==> src/rtl/xif_mem_splitter_if.sv <==
// Bundle of the core-side and memory-side signals of the misaligned-access
// splitter. The slave modport is the splitter's own view; master is the
// environment driving the core requests and serving memory.
interface xif_mem_splitter_if #(
    parameter int ADDR_WIDTH = 32
);
    // core side
    logic                  core_req_i;
    logic                  core_ready_o;
    logic [ADDR_WIDTH-1:0] core_addr_i;
    logic                  core_we_i;
    logic [1:0]            core_size_i;
    logic [31:0]           core_wdata_i;
    logic                  core_rvalid_o;
    logic [31:0]           core_rdata_o;
    logic                  core_err_o;
    // memory side
    logic                  data_req_o;
    logic                  data_gnt_i;
    logic [ADDR_WIDTH-1:0] data_addr_o;
    logic                  data_we_o;
    logic [3:0]            data_be_o;
    logic [31:0]           data_wdata_o;
    logic                  data_rvalid_i;
    logic [31:0]           data_rdata_i;
    logic                  data_err_i;
    logic                  data_misaligned_first_o;
    logic                  data_misaligned_second_o;

    modport slave (
        input  core_req_i, core_addr_i, core_we_i, core_size_i, core_wdata_i,
        output core_ready_o, core_rvalid_o, core_rdata_o, core_err_o,
        output data_req_o, data_addr_o, data_we_o, data_be_o, data_wdata_o,
        output data_misaligned_first_o, data_misaligned_second_o,
        input  data_gnt_i, data_rvalid_i, data_rdata_i, data_err_i
    );

    modport master (
        output core_req_i, core_addr_i, core_we_i, core_size_i, core_wdata_i,
        input  core_ready_o, core_rvalid_o, core_rdata_o, core_err_o,
        input  data_req_o, data_addr_o, data_we_o, data_be_o, data_wdata_o,
        input  data_misaligned_first_o, data_misaligned_second_o,
        output data_gnt_i, data_rvalid_i, data_rdata_i, data_err_i
    );
endinterface

==> src/rtl/xif_mem_splitter.sv <==
// Splits misaligned core loads/stores into one or two word-aligned memory
// accesses, merges split load data and reports a single completion.
// Only one memory access is ever outstanding.
module xif_mem_splitter #(
    parameter int ADDR_WIDTH = 32
) (
    input  logic                clk_i,
    input  logic                rst_ni,
    xif_mem_splitter_if.slave   bus
);
    localparam logic [2:0] IDLE  = 3'd0;
    localparam logic [2:0] REQ_A = 3'd1;
    localparam logic [2:0] RSP_A = 3'd2;
    localparam logic [2:0] REQ_B = 3'd3;
    localparam logic [2:0] RSP_B = 3'd4;
    localparam logic [2:0] DONE  = 3'd5;

    logic [2:0]            r_state;
    logic [ADDR_WIDTH-1:0] r_addr;
    logic                  r_we;
    logic [1:0]            r_size;
    logic [31:0]           r_wdata;
    logic [31:0]           r_rdata;
    logic                  r_err;

    logic [1:0]            w_off;
    logic                  w_split;
    logic [3:0]            w_mask;
    logic [7:0]            w_be_wide;
    logic [4:0]            w_sha;     // 8*off: shift for the first word
    logic [5:0]            w_shb;     // 8*(4-off): shift for the second word
    logic [ADDR_WIDTH-1:0] w_addr_a;
    logic [ADDR_WIDTH-1:0] w_addr_b;

    // Decode the latched command into lane offset, split flag and shifts
    always_comb begin
        w_off     = r_addr[1:0];
        w_mask    = (r_size == 2'd0) ? 4'b0001 :
                    (r_size == 2'd1) ? 4'b0011 : 4'b1111;
        w_split   = ((r_size == 2'd1) && (w_off == 2'd3)) ||
                    (r_size[1] && (w_off != 2'd0));
        w_be_wide = {4'b0000, w_mask} << w_off;
        w_sha     = {w_off, 3'b000};
        w_shb     = 6'd32 - {1'b0, w_off, 3'b000};
        w_addr_a  = {r_addr[ADDR_WIDTH-1:2], 2'b00};
        // natural overflow of the add wraps the second word to address 0
        w_addr_b  = w_addr_a + ADDR_WIDTH'(4);
    end

    // Sequencer: accept, issue one or two aligned accesses, complete
    always_ff @(posedge clk_i or negedge rst_ni) begin
        if (!rst_ni) begin
            r_state <= IDLE;
            r_addr  <= '0;
            r_we    <= 1'b0;
            r_size  <= 2'd0;
            r_wdata <= '0;
            r_rdata <= '0;
            r_err   <= 1'b0;
        end else begin
            case (r_state)
                IDLE: begin
                    if (bus.core_req_i) begin
                        r_addr  <= bus.core_addr_i;
                        r_we    <= bus.core_we_i;
                        r_size  <= bus.core_size_i;
                        r_wdata <= bus.core_wdata_i;
                        r_rdata <= '0;
                        r_err   <= 1'b0;
                        r_state <= REQ_A;
                    end
                end
                REQ_A: if (bus.data_gnt_i) r_state <= RSP_A;
                RSP_A: begin
                    if (bus.data_rvalid_i) begin
                        // first word already shifted down so an unsplit
                        // access needs no further alignment
                        r_rdata <= bus.data_rdata_i >> w_sha;
                        r_err   <= bus.data_err_i;
                        r_state <= w_split ? REQ_B : DONE;
                    end
                end
                REQ_B: if (bus.data_gnt_i) r_state <= RSP_B;
                RSP_B: begin
                    if (bus.data_rvalid_i) begin
                        r_rdata <= r_rdata | (bus.data_rdata_i << w_shb);
                        r_err   <= r_err | bus.data_err_i;
                        r_state <= DONE;
                    end
                end
                DONE:    r_state <= IDLE;
                default: r_state <= IDLE;
            endcase
        end
    end

    // Drive memory request and core completion from state and latched data
    always_comb begin
        bus.core_ready_o             = (r_state == IDLE);
        bus.core_rvalid_o            = 1'b0;
        bus.core_rdata_o             = '0;
        bus.core_err_o               = 1'b0;
        bus.data_req_o               = 1'b0;
        bus.data_addr_o              = '0;
        bus.data_we_o                = 1'b0;
        bus.data_be_o                = 4'b0000;
        bus.data_wdata_o             = '0;
        bus.data_misaligned_first_o  = 1'b0;
        bus.data_misaligned_second_o = 1'b0;
        case (r_state)
            REQ_A: begin
                bus.data_req_o              = 1'b1;
                bus.data_addr_o             = w_addr_a;
                bus.data_we_o               = r_we;
                bus.data_be_o               = w_be_wide[3:0];
                bus.data_wdata_o            = r_wdata << w_sha;
                bus.data_misaligned_first_o = w_split;
            end
            REQ_B: begin
                bus.data_req_o               = 1'b1;
                bus.data_addr_o              = w_addr_b;
                bus.data_we_o                = r_we;
                bus.data_be_o                = ((r_size == 2'd1) && (w_off == 2'd3)) ?
                                               4'b0001 : ((4'b0001 << w_off) - 4'b0001);
                bus.data_wdata_o             = r_wdata >> w_shb;
                bus.data_misaligned_second_o = 1'b1;
            end
            DONE: begin
                bus.core_rvalid_o = 1'b1;
                bus.core_err_o    = r_err;
                if (!r_we) begin
                    case (r_size)
                        2'd0:    bus.core_rdata_o = {24'b0, r_rdata[7:0]};
                        2'd1:    bus.core_rdata_o = {16'b0, r_rdata[15:0]};
                        default: bus.core_rdata_o = r_rdata;
                    endcase
                end
            end
            default: ;
        endcase
    end
endmodule
==> src/flat_wrapper.sv <==
// flat-port wrapper written by rule: the top's interface ports become plain ports
module xif_mem_splitter_flat 
#(
    parameter int ADDR_WIDTH = 32
)
  (clk_i, rst_ni, bus_core_req_i, bus_core_addr_i, bus_core_we_i, bus_core_size_i, bus_core_wdata_i, bus_core_ready_o, bus_core_rvalid_o, bus_core_rdata_o, bus_core_err_o, bus_data_req_o, bus_data_addr_o, bus_data_we_o, bus_data_be_o, bus_data_wdata_o, bus_data_misaligned_first_o, bus_data_misaligned_second_o, bus_data_gnt_i, bus_data_rvalid_i, bus_data_rdata_i, bus_data_err_i);
  xif_mem_splitter_if #(.ADDR_WIDTH(ADDR_WIDTH)) bus_i ();
  input  logic clk_i;
  input  logic rst_ni;
  input wire logic [$bits(bus_i.core_req_i)-1:0] bus_core_req_i;
  input wire logic [$bits(bus_i.core_addr_i)-1:0] bus_core_addr_i;
  input wire logic [$bits(bus_i.core_we_i)-1:0] bus_core_we_i;
  input wire logic [$bits(bus_i.core_size_i)-1:0] bus_core_size_i;
  input wire logic [$bits(bus_i.core_wdata_i)-1:0] bus_core_wdata_i;
  output wire logic [$bits(bus_i.core_ready_o)-1:0] bus_core_ready_o;
  output wire logic [$bits(bus_i.core_rvalid_o)-1:0] bus_core_rvalid_o;
  output wire logic [$bits(bus_i.core_rdata_o)-1:0] bus_core_rdata_o;
  output wire logic [$bits(bus_i.core_err_o)-1:0] bus_core_err_o;
  output wire logic [$bits(bus_i.data_req_o)-1:0] bus_data_req_o;
  output wire logic [$bits(bus_i.data_addr_o)-1:0] bus_data_addr_o;
  output wire logic [$bits(bus_i.data_we_o)-1:0] bus_data_we_o;
  output wire logic [$bits(bus_i.data_be_o)-1:0] bus_data_be_o;
  output wire logic [$bits(bus_i.data_wdata_o)-1:0] bus_data_wdata_o;
  output wire logic [$bits(bus_i.data_misaligned_first_o)-1:0] bus_data_misaligned_first_o;
  output wire logic [$bits(bus_i.data_misaligned_second_o)-1:0] bus_data_misaligned_second_o;
  input wire logic [$bits(bus_i.data_gnt_i)-1:0] bus_data_gnt_i;
  input wire logic [$bits(bus_i.data_rvalid_i)-1:0] bus_data_rvalid_i;
  input wire logic [$bits(bus_i.data_rdata_i)-1:0] bus_data_rdata_i;
  input wire logic [$bits(bus_i.data_err_i)-1:0] bus_data_err_i;
  assign bus_i.core_req_i = bus_core_req_i;
  assign bus_i.core_addr_i = bus_core_addr_i;
  assign bus_i.core_we_i = bus_core_we_i;
  assign bus_i.core_size_i = bus_core_size_i;
  assign bus_i.core_wdata_i = bus_core_wdata_i;
  assign bus_core_ready_o = bus_i.core_ready_o;
  assign bus_core_rvalid_o = bus_i.core_rvalid_o;
  assign bus_core_rdata_o = bus_i.core_rdata_o;
  assign bus_core_err_o = bus_i.core_err_o;
  assign bus_data_req_o = bus_i.data_req_o;
  assign bus_data_addr_o = bus_i.data_addr_o;
  assign bus_data_we_o = bus_i.data_we_o;
  assign bus_data_be_o = bus_i.data_be_o;
  assign bus_data_wdata_o = bus_i.data_wdata_o;
  assign bus_data_misaligned_first_o = bus_i.data_misaligned_first_o;
  assign bus_data_misaligned_second_o = bus_i.data_misaligned_second_o;
  assign bus_i.data_gnt_i = bus_data_gnt_i;
  assign bus_i.data_rvalid_i = bus_data_rvalid_i;
  assign bus_i.data_rdata_i = bus_data_rdata_i;
  assign bus_i.data_err_i = bus_data_err_i;
  xif_mem_splitter #(.ADDR_WIDTH(ADDR_WIDTH)) u_core (.clk_i(clk_i), .rst_ni(rst_ni), .bus(bus_i));
endmodule
==> config.mk <==
export PLATFORM = sky130hd
export DESIGN_NAME = xif_mem_splitter_flat
export DESIGN_NICKNAME = d
export VERILOG_FILES = /design/src/rtl/xif_mem_splitter_if.sv /design/src/rtl/xif_mem_splitter.sv /design/src/flat_wrapper.sv
export SDC_FILE = /design/constraint.sdc
export NUM_CORES = 1
export LEC_CHECK = 0
export ABC_AREA = 1
export BUFFER_PORTS_ARGS = -buffer_cell sky130_fd_sc_hd__buf_2
export CORE_MARGIN = 2
export CORE_UTILIZATION = 40
export DETAILED_ROUTE_END_ITERATION = 16
export HOLD_SLACK_MARGIN = 0.12
export PLACE_DENSITY_LB_ADDON = 0.05
export SETUP_SLACK_MARGIN = 0.5
export SYNTH_ARGS = -nofsm -noshare
export SYNTH_HDL_FRONTEND = slang
export SYNTH_SLANG_ARGS = --single-unit
==> constraint.sdc <==
create_clock -name clk_i -period 3.7 [get_ports clk_i]
set_input_delay 0.925 -clock clk_i [delete_from_list [all_inputs] [get_ports clk_i]]
set_output_delay 0.925 -clock clk_i [all_outputs]
set_load 0.01 [all_outputs]
==> run_results.csv <==
group,metric,value,unit
run_status,status,"completed",
timing,rsz0062_at_grt,"yes",
synthesis,synth-simple-area-share,43.2,%
worst_setup_path,crit_chain,"inv_2, nor2_2, nand2_1, o32ai_1, buf_2",
synthesis,synth-adder-area-share,0.796,%
placement,hpwl,20.2,mm
power_and_ir_drop,ir_drop,0.000375,V
synthesis,yosysMostFrequentCell,"nand2_1",
floorplan,dieArea,20800,sq um
clock_network,root_buffer,"clkbuf_16",
cells_and_area,nets,1590,
clock_network,cts_buffers,9,
clock_network,cts_sinks,103,
power_and_ir_drop,switching_share,53.3,%
worst_setup_path,rr_worst_depth,7,
timing,setup_viol,0,
synthesis,synth_compound_area_share,14.0,%
floorplan,die_y,144,um
clock_network,clock_latency,0.35,ns
worst_setup_path,worstReg2RegEnd,"u_core.r_addr[5]",
power_and_ir_drop,p_leak,0.00499,uW
power_and_ir_drop,seq_power_share,26.7,%
timing,slew_viol_final,0,
hold_path,min_from,"u_core.r_err",
cells_and_area,fill_cells,2155,
synthesis,synth.avg_cell_area,6.04,sq um
power_and_ir_drop,pwr-share-clk,13.2,%
power_and_ir_drop,pwr-share-comb,60.1,%
timing,fmax,316,MHz
hold_path,hold_path_depth,2,
worst_setup_path,criticalPathCategory,"register to output port",
floorplan,start_util,40.5,%
placement,portBuffers,209,
synthesis,ys_ff_latch,103,
synthesis,syn_inst,1301,
timing,timing.hold.ws,0.477,ns
drt,drt_iter0_markers,689,
timing,period_share,85.5,%
timing,max-slew-margin-rel,53.9,%
power_and_ir_drop,p_sw,4080,uW
synthesis,synthTopCellsByArea,"dfrtp_1 33%, nand2_1 27%, o21ai_0 7.4%",
worst_setup_path,worstPathMaxFanout,11,
drt,routed_wirelength,27.9,mm
synthesis,synth-xor-area-share,0.223,%
floorplan,io_pins,212,
synthesis,synth_edf_count,0,
worst_setup_path,r2r-start,"u_core.r_state[1]",
synthesis,synth-main-ff-cell,"dfrtp_1",
power_and_ir_drop,power.density,811,nW/um^2
synthesis,synthArstFlopShare,100,%
placement,place_congestion,0.898,
synthesis,synth_commonest_cells,"567 x nand2_1, 124 x nor2_1, 117 x o21ai_0",
cells_and_area,drive_gt1_share,20.0,%
global_route,grt_pass1_vias,8388,
timing,hold_viol_final,0,
drt,antenna_left,0,
synthesis,synth_warnings,0,
worst_setup_path,critPathLaunch,"u_core.r_state[0]",
synthesis,synth_top_family_by_area,"simple AND/OR/NAND/NOR gates",
floorplan,core,19400,sq um
floorplan,die_x,144,um
worst_setup_path,required,2.77,ns
power_and_ir_drop,p_int,3580,uW
worst_setup_path,worst-path-buf-inv,2,
timing,period_needed,3.16,ns
worst_setup_path,startpoint_type,"register",
floorplan,core.rowCount,51,
timing,tightest_slew,0.690,ns
global_route,grt_use_total,26.8,%
worst_setup_path,worstPathArrival,2.24,ns
clock_network,cts_tree,"done",
global_route,grt_max_degree,62,
global_route,grt_antenna_before_repair,2,
synthesis,yosysSeqAreaShare,32.8,%
job,maxCapViolations,0,
drt,viasPerCell,5.17,
synthesis,mappedNetlistArea,7860,sq um
clock_network,clockBufferDepth,2,
synthesis,synth_top_area_share,32.8,%
synthesis,synth.distinct_cells,40,
worst_setup_path,cp_slowest_cell,"o32ai_1",
drt,dr.pass1.iters,6,
drt,drcViolationCount,0,
worst_setup_path,r2r_setup_slack,1.43,ns
drt,via_count,9060,
clock_network,htreeDepth,3,
hold_path,holdCritPathClass,"register to register",
global_route,grt_overflow_total,0,
timing,finalClockSkew,0.00763,ns
global_route,grt_pass1_wl,43.4,mm
worst_setup_path,max_stage_delay,0.59,ns
worst_setup_path,crit_path_end_kind,"output port",
clock_network,clk_pin_slew_worst_paths,0.08,ns
timing,tns,0,ns
worst_setup_path,crit_family,"compound AO/OA/AOI/OAI gates",
cells_and_area,area_growth,20.1,%
synthesis,synth.largest_area_cell,"dfrtp_1",
drt,wl_per_cell,15.9,um
synthesis,synth_mux_area_share,0,%
hold_path,holdPathEnd,"u_core.r_err",
## routing by layer
metal  part of all wire (%)  track usage [%]
met5                      0                0
met4                    2.3             8.53
met3                    6.7             4.27
met2                     45             42.8
met1                     46             37.3
## tightest hold or removal path, delay by kind of cell (launching register included)
family / cells / cell delay, ns
AND/OR/NAND/NOR: 2 / 0.10
flip-flops: 1 / 0.34
## power groups by stage
stage	Combinational, uW	Sequential (uW)	Clock (uW)
2_1_floorplan	3270	1900	0
3_3_place_gp	4490	2040	0
3_5_place_dp	4500	2040	0
4_1_cts	4540	2030	1040
5_1_grt	5170	2110	1080
6_report	4600	2040	1010
## per-stage QoR
stage / instance area [sq um] / util (%) / setup WS, ns / instances / power, uW
after global placement: 9030 / 46.6 / 0.747 / 1728 / 6530
after floorplan: 7860 / - / 0.630 / 1302 / 5180
final: 9440 / 48.7 / 0.535 / 1752 / 7650
after detailed placement: 9030 / 46.6 / 0.728 / 1728 / 6540
after CTS: 9360 / 48.2 / 0.507 / 1744 / 7610
after global routing: 9440 / 48.7 / 0.420 / 1752 / 8360
## final cells by class
class | count | area [sq um] | share of cell area, %
inverters | 93 | 355 | 3.77
clock inverters | 5 | 63.8 | 0.676
multi-input cells | 1041 | 4610 | 48.8
repair buffers | 232 | 1250 | 13.3
clock buffers | 11 | 243 | 2.57
well taps | 265 | 332 | 3.51
flip-flops and latches | 103 | 2580 | 27.3
diodes | 2 | 5.00 | 0.0530
## what timing repair did
action,CTS,global route
setup endpoints to repair,29,38
pin swaps,0,3
endpoints found under the hold margin,0,0
resized for setup,6,11
gates cloned,0,0
buffers inserted,0,6
hold buffers,0,0
## logic make-up (layout without fill, tap and decap cells)
kind of cell,after synthesis,in the layout
AOI/OAI and AO/OA,199,199
xor gates and xnor gates,2,2
adders and majority gates,5,5
buffers and inverters,158,341
DFF,103,103
other,1,4
and+or+nand+nor,833,833
## worst max-delay path by stage
stage,cells after the start,endpoint
global route,5,bus_data_be_o[3]
finish,5,bus_data_be_o[3]
global placement,7,bus_data_wdata_o[18]
detailed placement,8,bus_data_wdata_o[5]
CTS,7,bus_data_wdata_o[31]
floorplan,10,bus_data_wdata_o[21]
## layout by cell type, fill, tap and decap left out, types with 2 or more instances in the layout
master and count:
o21ai_0 117, nor2_4 9, o211ai_1 12, and2_1 2, buf_2 208, o22ai_1 7, clkbuf_8 2, o21a_1 3
nor3_1 5, dfrtp_1 101, a21oi_1 43, nand2_1 566, o21bai_1 3, buf_4 20, nand2_2 7, nor2_2 7
dfrtp_2 2, inv_6 2, clkbuf_16 9, inv_4 2, inv_1 81, o21ai_1 2, nor2_1 120, ha_1 4
o32ai_1 7, nand4_1 2, diode_2 2, nand3_1 103, inv_2 8, conb_1 2, or2_2 9
## registers in the layout (all words and copies together) (netlist names)
signal and flops:
u_core.r_rdata 32, u_core.r_wdata 32, u_core.r_err 1, u_core.r_size 2, u_core.r_we 1, u_core.r_state 3, u_core.r_addr 32
Note: power is estimated with default switching activity, not from simulation.
